### src/rtl/upg_pkg.sv
// Shared types and constants for the UART frame loader.
// Optional build macro: UPG_CHECKSUM_EN (enables the trailing XOR checksum byte).
package upg_pkg;

  typedef enum logic [2:0] {
    IDLE   = 3'd0,
    LEN_LO = 3'd1,
    LEN_HI = 3'd2,
    DATA   = 3'd3,
    CHK    = 3'd4,
    DONE   = 3'd5
  } state_t;

  localparam logic [7:0] CMD_INSTR = 8'h49;
  localparam logic [7:0] CMD_DATA  = 8'h44;

  localparam logic TARGET_INSTR = 1'b0;
  localparam logic TARGET_DATA  = 1'b1;

  function automatic logic cmd_valid(input logic [7:0] b);
    return (b == CMD_INSTR) || (b == CMD_DATA);
  endfunction

endpackage

### src/rtl/upg_frame_loader_if.sv
// Byte-stream input and memory write port of the frame loader.
// slave = loader side, master = byte source / memory side.
interface upg_frame_loader_if #(
  parameter int unsigned ADDR_W = 14
);
  logic [7:0]    rx_data;
  logic          rx_valid;
  logic          upg_wen_o;
  logic [ADDR_W:0] upg_adr_o;
  logic [31:0]   upg_dat_o;
  logic          upg_done_o;
  logic          upg_err_o;
  logic          busy_o;

  modport master (
    output rx_data, rx_valid,
    input  upg_wen_o, upg_adr_o, upg_dat_o, upg_done_o, upg_err_o, busy_o
  );

  modport slave (
    input  rx_data, rx_valid,
    output upg_wen_o, upg_adr_o, upg_dat_o, upg_done_o, upg_err_o, busy_o
  );
endinterface

### src/rtl/upg_word_packer.sv
// Little-endian byte-to-word packer: four accepted bytes produce one
// registered word plus a one-cycle word_valid pulse on the following cycle.
module upg_word_packer (
  input  logic        clock,
  input  logic        reset,
  input  logic        clear,
  input  logic        in_valid,
  input  logic [7:0]  in_byte,
  output logic        last_byte,
  output logic        word_valid,
  output logic [31:0] word
);

  logic [1:0]  cnt;
  logic [23:0] sr;

  // next accepted byte completes the current word
  assign last_byte = (cnt == 2'd3);

  // shift bytes in from the top; publish the full word on the 4th byte
  always_ff @(posedge clock) begin
    if (reset) begin
      cnt        <= '0;
      sr         <= '0;
      word_valid <= 1'b0;
      word       <= '0;
    end else if (clear) begin
      cnt        <= '0;
      sr         <= '0;
      word_valid <= 1'b0;
    end else begin
      word_valid <= 1'b0;
      if (in_valid) begin
        cnt <= cnt + 2'd1;
        if (cnt == 2'd3) begin
          word       <= {in_byte, sr};
          word_valid <= 1'b1;
        end else begin
          sr <= {in_byte, sr[23:8]};
        end
      end
    end
  end

endmodule

### src/rtl/upg_frame_loader.sv
// Framed UART download parser: CMD, LEN_LO, LEN_HI, LEN little-endian words,
// driving the instruction/data memory write port and done/err status.
// Optional build macro: UPG_CHECKSUM_EN adds a trailing XOR checksum byte.
module upg_frame_loader
  import upg_pkg::*;
#(
  parameter int unsigned ADDR_W      = 14,
  parameter int unsigned TIMEOUT_CYC = 1_000_000
) (
  input  logic                clock,
  input  logic                reset,
  upg_frame_loader_if.slave   bus
);

  localparam int unsigned TO_W = $clog2(TIMEOUT_CYC + 1);

  state_t              state;
  logic                target;
  logic [7:0]          len_lo;
  logic [15:0]         len_m1;
  logic [ADDR_W-1:0]   addr;
  logic [ADDR_W:0]     adr_r;
  logic [TO_W-1:0]     to_cnt;
  logic                done_r;
  logic                err_r;

  logic                pk_valid;
  logic                pk_clear;
  logic                pk_last;
  logic                pk_word_valid;
  logic [31:0]         pk_word;

  logic [15:0]         len_full;
  logic                timeout;
  logic                load;
  logic                last_word;

  assign len_full  = {bus.rx_data, len_lo};
  assign timeout   = (state != IDLE) && !bus.rx_valid &&
                     (to_cnt == TO_W'(TIMEOUT_CYC - 1));
  assign pk_valid  = bus.rx_valid && (state == DATA);
  assign pk_clear  = (state == LEN_HI) || timeout;
  assign load      = pk_valid && pk_last;
  assign last_word = (32'(addr) == 32'(len_m1));

  upg_word_packer u_packer (
    .clock      (clock),
    .reset      (reset),
    .clear      (pk_clear),
    .in_valid   (pk_valid),
    .in_byte    (bus.rx_data),
    .last_byte  (pk_last),
    .word_valid (pk_word_valid),
    .word       (pk_word)
  );

`ifdef UPG_CHECKSUM_EN
  logic [7:0] xsum;

  // running XOR of the data bytes of the current frame
  always_ff @(posedge clock) begin
    if (reset)               xsum <= '0;
    else if (state == LEN_HI) xsum <= '0;
    else if (pk_valid)       xsum <= xsum ^ bus.rx_data;
  end
`endif

  // inter-byte idle counter, only meaningful inside a frame
  always_ff @(posedge clock) begin
    if (reset || bus.rx_valid || (state == IDLE) || timeout) to_cnt <= '0;
    else                                                    to_cnt <= to_cnt + 1'b1;
  end

  // frame parser FSM, address generation and sticky status
  always_ff @(posedge clock) begin
    if (reset) begin
      state  <= IDLE;
      target <= TARGET_INSTR;
      len_lo <= '0;
      len_m1 <= '0;
      addr   <= '0;
      adr_r  <= '0;
      done_r <= 1'b0;
      err_r  <= 1'b0;
    end else if (timeout) begin
      err_r <= 1'b1;
      state <= IDLE;
    end else begin
      case (state)
        // DONE shares the IDLE byte handling so a CMD arriving in the
        // DONE cycle is not dropped; its later assignments take priority.
        IDLE, DONE: begin
          if (state == DONE) begin
            done_r <= 1'b1;
            state  <= IDLE;
          end
          if (bus.rx_valid) begin
            if (cmd_valid(bus.rx_data)) begin
              target <= (bus.rx_data == CMD_DATA) ? TARGET_DATA : TARGET_INSTR;
              done_r <= 1'b0;
              err_r  <= 1'b0;
              state  <= LEN_LO;
            end else begin
              err_r <= 1'b1;
            end
          end
        end
        LEN_LO: begin
          if (bus.rx_valid) begin
            len_lo <= bus.rx_data;
            state  <= LEN_HI;
          end
        end
        LEN_HI: begin
          if (bus.rx_valid) begin
            if (len_full == 16'd0) begin
              state <= DONE;
            end else if (32'(len_full) > (32'd1 << ADDR_W)) begin
              err_r <= 1'b1;
              state <= IDLE;
            end else begin
              len_m1 <= len_full - 16'd1;
              addr   <= '0;
              state  <= DATA;
            end
          end
        end
        DATA: begin
          if (load) begin
            adr_r <= {target, addr};
            addr  <= addr + 1'b1;
            if (last_word) begin
`ifdef UPG_CHECKSUM_EN
              state <= CHK;
`else
              state <= DONE;
`endif
            end
          end
        end
`ifdef UPG_CHECKSUM_EN
        CHK: begin
          if (bus.rx_valid) begin
            if (bus.rx_data == xsum) begin
              state <= DONE;
            end else begin
              err_r <= 1'b1;
              state <= IDLE;
            end
          end
        end
`endif
        default: state <= IDLE;
      endcase
    end
  end

  assign bus.upg_wen_o  = pk_word_valid;
  assign bus.upg_dat_o  = pk_word;
  assign bus.upg_adr_o  = adr_r;
  assign bus.upg_done_o = done_r;
  assign bus.upg_err_o  = err_r;
  assign bus.busy_o     = (state != IDLE);

endmodule
### src/flat_wrapper.sv
// flat-port wrapper written by rule: the top's interface ports become plain ports
module upg_frame_loader_flat import upg_pkg::*;
#(
  parameter int unsigned ADDR_W      = 14,
  parameter int unsigned TIMEOUT_CYC = 1_000_000
)
  (clock, reset, bus_rx_data, bus_rx_valid, bus_upg_wen_o, bus_upg_adr_o, bus_upg_dat_o, bus_upg_done_o, bus_upg_err_o, bus_busy_o);
  upg_frame_loader_if #(.ADDR_W(ADDR_W)) bus_i ();
  input  logic clock;
  input  logic reset;
  input wire logic [$bits(bus_i.rx_data)-1:0] bus_rx_data;
  input wire logic [$bits(bus_i.rx_valid)-1:0] bus_rx_valid;
  output wire logic [$bits(bus_i.upg_wen_o)-1:0] bus_upg_wen_o;
  output wire logic [$bits(bus_i.upg_adr_o)-1:0] bus_upg_adr_o;
  output wire logic [$bits(bus_i.upg_dat_o)-1:0] bus_upg_dat_o;
  output wire logic [$bits(bus_i.upg_done_o)-1:0] bus_upg_done_o;
  output wire logic [$bits(bus_i.upg_err_o)-1:0] bus_upg_err_o;
  output wire logic [$bits(bus_i.busy_o)-1:0] bus_busy_o;
  assign bus_i.rx_data = bus_rx_data;
  assign bus_i.rx_valid = bus_rx_valid;
  assign bus_upg_wen_o = bus_i.upg_wen_o;
  assign bus_upg_adr_o = bus_i.upg_adr_o;
  assign bus_upg_dat_o = bus_i.upg_dat_o;
  assign bus_upg_done_o = bus_i.upg_done_o;
  assign bus_upg_err_o = bus_i.upg_err_o;
  assign bus_busy_o = bus_i.busy_o;
  upg_frame_loader #(.ADDR_W(ADDR_W), .TIMEOUT_CYC(TIMEOUT_CYC)) u_core (.clock(clock), .reset(reset), .bus(bus_i));
endmodule
### config.mk
export PLATFORM = sky130hd
export DESIGN_NAME = upg_frame_loader_flat
export DESIGN_NICKNAME = d
export VERILOG_FILES = /design/src/rtl/upg_pkg.sv /design/src/rtl/upg_frame_loader_if.sv /design/src/rtl/upg_word_packer.sv /design/src/rtl/upg_frame_loader.sv /design/src/flat_wrapper.sv
export SDC_FILE = /design/constraint.sdc
export NUM_CORES = 1
export LEC_CHECK = 0
export CAP_MARGIN = 20
export CORE_MARGIN = 2
export CORE_UTILIZATION = 51
export CTS_CLUSTER_SIZE = 25
export DETAILED_ROUTE_END_ITERATION = 7
export PLACE_DENSITY = 0.74
export RECOVER_POWER = 50
export SETUP_SLACK_MARGIN = 0.1
export SYNTH_ARGS = -nofsm -noshare
export SYNTH_HDL_FRONTEND = slang
export SYNTH_SLANG_ARGS = --single-unit
### constraint.sdc
create_clock -name clock -period 2.1 [get_ports clock]
set_clock_uncertainty 0.05 [all_clocks]
set_input_delay 0.315 -clock clock [delete_from_list [all_inputs] [get_ports clock]]
set_output_delay 0.315 -clock clock [all_outputs]
set_load 0.02 [all_outputs]
Yosys cells after proc, flatten, opt, wreduce, memory -nomap -nowiden
Cells that the tools add are included.
{"block": "op_classes", "n_eq_ne": 19, "bitwise_logic": 6, "n_lt_le_gt_ge": 1, "n_addsub": 4, "n_mux": 27, "n_reduce_logical": 29}
{"cell": "$mux 14", "n": 4}
{"cell": "$pmux 14 s2", "n": 1}
{"cell": "$mux 3", "n": 8}
{"cell": "$add 20x1->20 const B", "n": 1}
{"cell": "$eq 20x20->1 const B", "n": 1}
{"cell": "$eq 14x16->1", "n": 1}
{"cell": "$eq 8x7->1 const B", "n": 2}
{"cell": "$gt 16x15->1 const B", "n": 1}
{"cell": "$logic_not 16->1", "n": 1}
{"cell": "$sub 16x1->16 const B", "n": 1}
{"cell": "$add 14x1->14 const B", "n": 1}
{"cell": "$ne 3x2->1 const B", "n": 4}
{"cell": "$pmux 3 s4", "n": 1}
{"cell": "$mux 1", "n": 11}
{"cell": "$reduce_and 5->1", "n": 2}
{"cell": "$reduce_and 3->1", "n": 3}
{"cell": "$ne 2x2->1 const B", "n": 4}
{"cell": "$reduce_and 4->1", "n": 2}
{"cell": "$eq 3x2->1 const B", "n": 2}
{"cell": "$not 1->1", "n": 6}
{"cell": "$reduce_and 6->1", "n": 1}
{"cell": "$reduce_bool 3->1", "n": 2}
{"cell": "$reduce_or 2->1", "n": 3}
{"cell": "$logic_or 1x1->1", "n": 5}
{"cell": "other kinds (13)", "n": 18}
{"block": "totals", "reg_bits": 138, "inputBits": 11, "out_inout_bits": 51}

Longest topological paths before layout
{"block": "depth", "word_depth": 6, "mapped_depth": 9, "mapped_depth_nobuf": 7}

Cells and area by module
A second synthesis with hierarchy kept.
{"block": "unflattened", "cells_unflattened": 734, "hier_area_um2": 6170.9}
{"module": "upg_frame_loader", "area_per_inst_um2": 4001.3, "seq_area_each_um2": 1581.5, "cells_per_inst": 474, "instances": 1}
{"module": "upg_word_packer", "area_per_inst_um2": 2169.6, "seq_area_each_um2": 1181.1, "cells_per_inst": 260, "instances": 1}

Worst setup path after synthesis
No wires, ideal clock.
{"block": "synth_timing", "kind": "reg2reg", "start": "reg u_core.state[0]", "end": "reg u_core.u_packer.cnt[0]", "arrival_time_ns": 1.986, "setup_ns": 0.117, "slack_ns": -0.054, "stages_incl_launch_ff": 9, "path_buffers": 3, "path_cell_list": "dfxtp_1 buf_2 or3_1 nand4_1 or4_1 clkbuf_1 nand3_2 buf_2 nor2_1"}
{"block": "synth_between", "elab_chain_len": 5}
{"element": "start, declared", "line": "upg_frame_loader.sv:17", "text": "state_t state;"}
{"element": "start signal, assigned", "line": "upg_frame_loader.sv:77", "text": "state <= IDLE;"}
{"element": "start signal, assigned", "line": "upg_frame_loader.sv:87", "text": "state <= IDLE;"}
{"element": "start signal, assigned", "line": "upg_frame_loader.sv:95", "text": "state <= IDLE;"}
{"element": "$reduce_bool 3->1"}
{"element": "named net bus_busy_o", "line": "flat_wrapper.sv:18", "text": "output wire logic [$bits(bus_i.busy_o)-1:0] bus_busy_o;"}
{"element": "$logic_and 1x1->1 (2 in a row)", "line": "upg_frame_loader.sv:39", "text": "assign timeout = (state != IDLE) && !bus.rx_valid &&"}
{"element": "$logic_or 1x1->1", "line": "upg_frame_loader.sv:42", "text": "assign pk_clear = (state == LEN_HI) || timeout;"}
{"element": "$reduce_or 2->1 (no source line)"}
{"element": "end signal, assigned", "line": "upg_word_packer.sv:34", "text": "cnt <= cnt + 2'd1;"}
{"element": "end, declared", "line": "upg_word_packer.sv:14", "text": "logic [1:0] cnt;"}
The timed path passes the listed nets, and every way through them passes these cells.
A chain may end at the register's enable or synchronous reset.

Final worst setup path
{"block": "layout_timing", "start": "reg u_core.to_cnt[18]", "end": "reg u_core.addr[11]"}
{"block": "layout_between", "elab_chain_len": 4}
{"element": "start, declared", "line": "upg_frame_loader.sv:23", "text": "logic [TO_W-1:0] to_cnt;"}
{"element": "start signal, assigned", "line": "upg_frame_loader.sv:71", "text": "else to_cnt <= to_cnt + 1'b1;"}
{"element": "$eq 20x20->1", "line": "upg_frame_loader.sv:40", "text": "(to_cnt == TO_W'(TIMEOUT_CYC - 1));"}
{"element": "$logic_and 1x1->1", "line": "upg_frame_loader.sv:39"}
{"element": "$not 1->1 (no source line)"}
{"element": "$reduce_and 6->1 (no source line)"}
{"element": "end signal, assigned", "line": "upg_frame_loader.sv:131", "text": "addr <= addr + 1'b1;"}
{"element": "end, declared", "line": "upg_frame_loader.sv:21", "text": "logic [ADDR_W-1:0] addr;"}
No other way between the ends.

==> summary.md <==
| Metric | Value |
|---|---|
| Synth cell count leaders | `nand2_1 (171), dfxtp_1 (138), a21oi_1 (97)` |
| Total negative slack | `-111.5 ps` |
| Total grt overflow | `0` |
| Failing checks | `negative setup slack` |
| Clock-pin slew on the worst setup and hold paths | `about 60 ps` |
| Slew headroom | `between 60 and 70%` |
| Setup crit end kind | `flop` |
| Post-Synthesis Cell Area | `0.006007 mm²` |
| Worst Path Required | `2380 ps` |
| Post-synthesis sequential area ratio | `45.99%` |
| FF+latch count, synth | `138` |
| Worst-Skew Late Latency | `around 430 ps` |
| Vias per cell | `5.673` |
| Final Hold Fails | `0` |
| Top FF cell, synth | `dfxtp_1` |
| Status | `finished, violations left` |
| Cell taking the most area after synthesis | `dfxtp_1` |
| Nets | `~850` |
| IO Pins | `slightly above 60` |
| Routability cong. | `0.8636` |
| Max Freq | `between 400 and 500 MHz` |
| Cts hold-fix bufs | `0` |
| Starting Density | `52.38%` |
| Startpoint types | `flop` |
| Cell Rows | `39` |
| CP arrival | `2430 ps` |
| YS warnings | `0` |
| Root Driver | `clkbuf_16` |
| Fillers | `894` |
| Layout cells sized above 1 | `19.62%` |
| Largest net degree at the start of global routing | `42` |
| CTS H-tree depth | `4` |
| Antenna violations before repair | `0` |
| RSZ-0062 raised after global routing | `true` |
| Final period util | `102.1%` |
| CTS Buf Count | `17` |
| First-pass DRT Iterations | `5` |
| Min cycle time layout | `2145 ps` |
| Maximum capacitance violations | `0` |
| Largest cells by area after synthesis | `dfxtp_1 (46%), nand2_1 (11%), a21oi_1 (8.1%)` |
| Vias in the first global route | `5264` |
| Crit Path Max Fanout | `11` |
| PwrDens | `between 700 and 800 mW/mm²` |
| 1st-iter DRT viols | `roughly 400` |
| Lkg Pwr | `3.036 nW` |
| Fin. max-slew vios | `0` |
| Vias post-DR | `between 5000 and 6000` |
| Routed len/inst | `16.33 µm` |
| Syn_area_per_cell | `around 8.2 µm²` |
| Final setup violation count | `6` |
| DR DRC count | `0` |
| # clock sinks | `138` |
| Die span in x | `approximately 110 µm` |
| WL final | `roughly 16000 µm` |
| Post-DP HPWL | `11030 µm` |
| Global-route wire length before repair | `between 20000 and 30000 µm` |
| CTS tree | `yes` |
| Critical path class | `reg2reg` |
| Peak supply drop | `between 600 and 700 µV` |
| WHS | `223.5 ps` |
| Die Ht | `112.5 µm` |
| Distinct cells, synth | `60` |
| Tot GR Track Use | `24.99%` |
| Async set or reset register ratio after synthesis | `0%` |
| Worst Hold Class | `in2reg` |
| Pre-CTS WS | `-337.2 ps` |
| Cell with the most instances after synthesis | `nand2_1` |
| EDFF count, synth | `0` |
| Synth top area share | `45.99%` |
| Mapped Cells | `around 740` |
| Final WS setup | `-44.57 ps` |
| Actual slew at the worst max-slew pin | `542.8 ps` |
| Layout area overhead | `32.97%` |
| Core footprint | `0.01147 mm²` |
| Mapped Nets | `roughly 750` |
| DRT antenna net count | `0` |
| Die ar. | `0.01266 mm²` |
| Clock Path Buffers | `2` |
| Antenna fix cells | `0` |
| Port bufs | `61` |
-- sequential cells by signal, indices dropped and copies added, names as in the netlist --
signal and flops:
u_core.bus.upg_err_o 1, u_core.u_packer.word 32, u_core.bus.upg_adr_o 15, u_core.u_packer.cnt 2, u_core.target 1, u_core.bus.upg_done_o 1, u_core.addr 14, u_core.state 3
u_core.len_m1 16, u_core.u_packer.sr 24, u_core.u_packer.word_valid 1, u_core.len_lo 8, u_core.to_cnt 20
-- per-stage QoR --
| step | power, W | utilization (%) | instances | cell area, µm² |
|---|---|---|---|---|
| 6_report | 0.005804 | 69.66 | 994 | 7988 |
| 5_1_grt | 0.005959 | 69.66 | 994 | 7988 |
| 4_1_cts | 0.005812 | 68.26 | 989 | 7828 |
| 3_5_place_dp | 0.002844 | 62.96 | 956 | 7219 |
| 2_1_floorplan | 0.002763 | - | 736 | 6048 |
| 3_3_place_gp | 0.002841 | 62.96 | 956 | 7219 |
-- layout make-up --
class                      count  area, µm²  area share [%]
sequential                   138       2768           34.65
clock buffer                  20      456.7           5.717
clock inverter                12      137.6           1.723
timing repair buffer         139       1280           16.02
tap                          143      178.9           2.240
multi-input combinational    529       3118           39.04
inverter                      13      48.80          0.6109
-- power by group --
| part | switching, W | internal [W] |
|---|---|---|
| registers | 0.00000117 | 0.00262 |
| logic | 0.000110 | 0.0000762 |
| clock network | 0.00117 | 0.00182 |
-- placed cells by master, fill, tap and decap left out, types with 4 or more instances in the layout --
cell | netlist | routed
nand2_1 | 171 | 171
and4_1 | 4 | 4
clkbuf_16 | 0 | 19
and3_1 | 6 | 5
xor2_1 | 30 | 30
nor3_1 | 9 | 9
nand4_1 | 13 | 13
dlygate4sd3_1 | 0 | 50
nor4_1 | 5 | 4
a21oi_1 | 97 | 97
buf_12 | 0 | 4
buf_4 | 0 | 63
o21ai_0 | 7 | 7
nor2_2 | 0 | 18
dfxtp_2 | 0 | 4
or4_1 | 6 | 4
inv_1 | 12 | 12
dfxtp_1 | 138 | 134
a211oi_1 | 13 | 12
a31oi_1 | 5 | 4
clkdlybuf4s50_1 | 0 | 9
mux2i_1 | 10 | 10
xnor2_1 | 15 | 15
a311oi_2 | 4 | 6
nor2_1 | 57 | 39
inv_6 | 0 | 4
nand3_1 | 18 | 17
-- critical path: stages, from the launching register on --
cell      delay [ps]
dfxtp_2          330
or4bb_1          470
or4_4            590
o22ai_4          150
a21oi_2           70
buf_12           160
a311oi_2         240
-- worst paths after layout --
kind                          start  slack [ps]          endpoint  depth (start not counted)
hold / removal                reset         220    u_core.addr[9]                          3
setup reg to reg  u_core.to_cnt[18]         -40   u_core.addr[11]                          6
setup / recovery  u_core.to_cnt[18]         -40   u_core.addr[11]                          6
hold reg to reg    u_core.to_cnt[0]         370  u_core.to_cnt[0]                          1
-- routing by layer --
layer	wire length [µm]	part of all wire [%]	vias up	global-route usage, %
met3	988	6.1	30	5.724
met5	0	0	-	0
li1	-	-	2725	-
met4	293	1.8	0	9.106
met2	7706	47	197	40.88
met1	7244	45	2687	32.47
-- repair_timing --
item                       CTS  global route
setup endpoints to repair   64            80
setup buffers                1             2
resized for setup            4            37
pin swaps                    2            11
gates cloned                 0             3
-- kinds of logic (layout without fill, tap and decap cells) --
family	after synthesis	in the layout	share of synthesized area, %
compound gates	151	151	15.60
xor+xnor	45	45	6.561
fa+ha+maj	5	5	0.9998
buf+inv	69	184	4.645
flops	138	138	45.99
mux	10	10	1.666
simple gates	318	318	24.54
No activity file was read; power rests on OpenSTA's default activity.
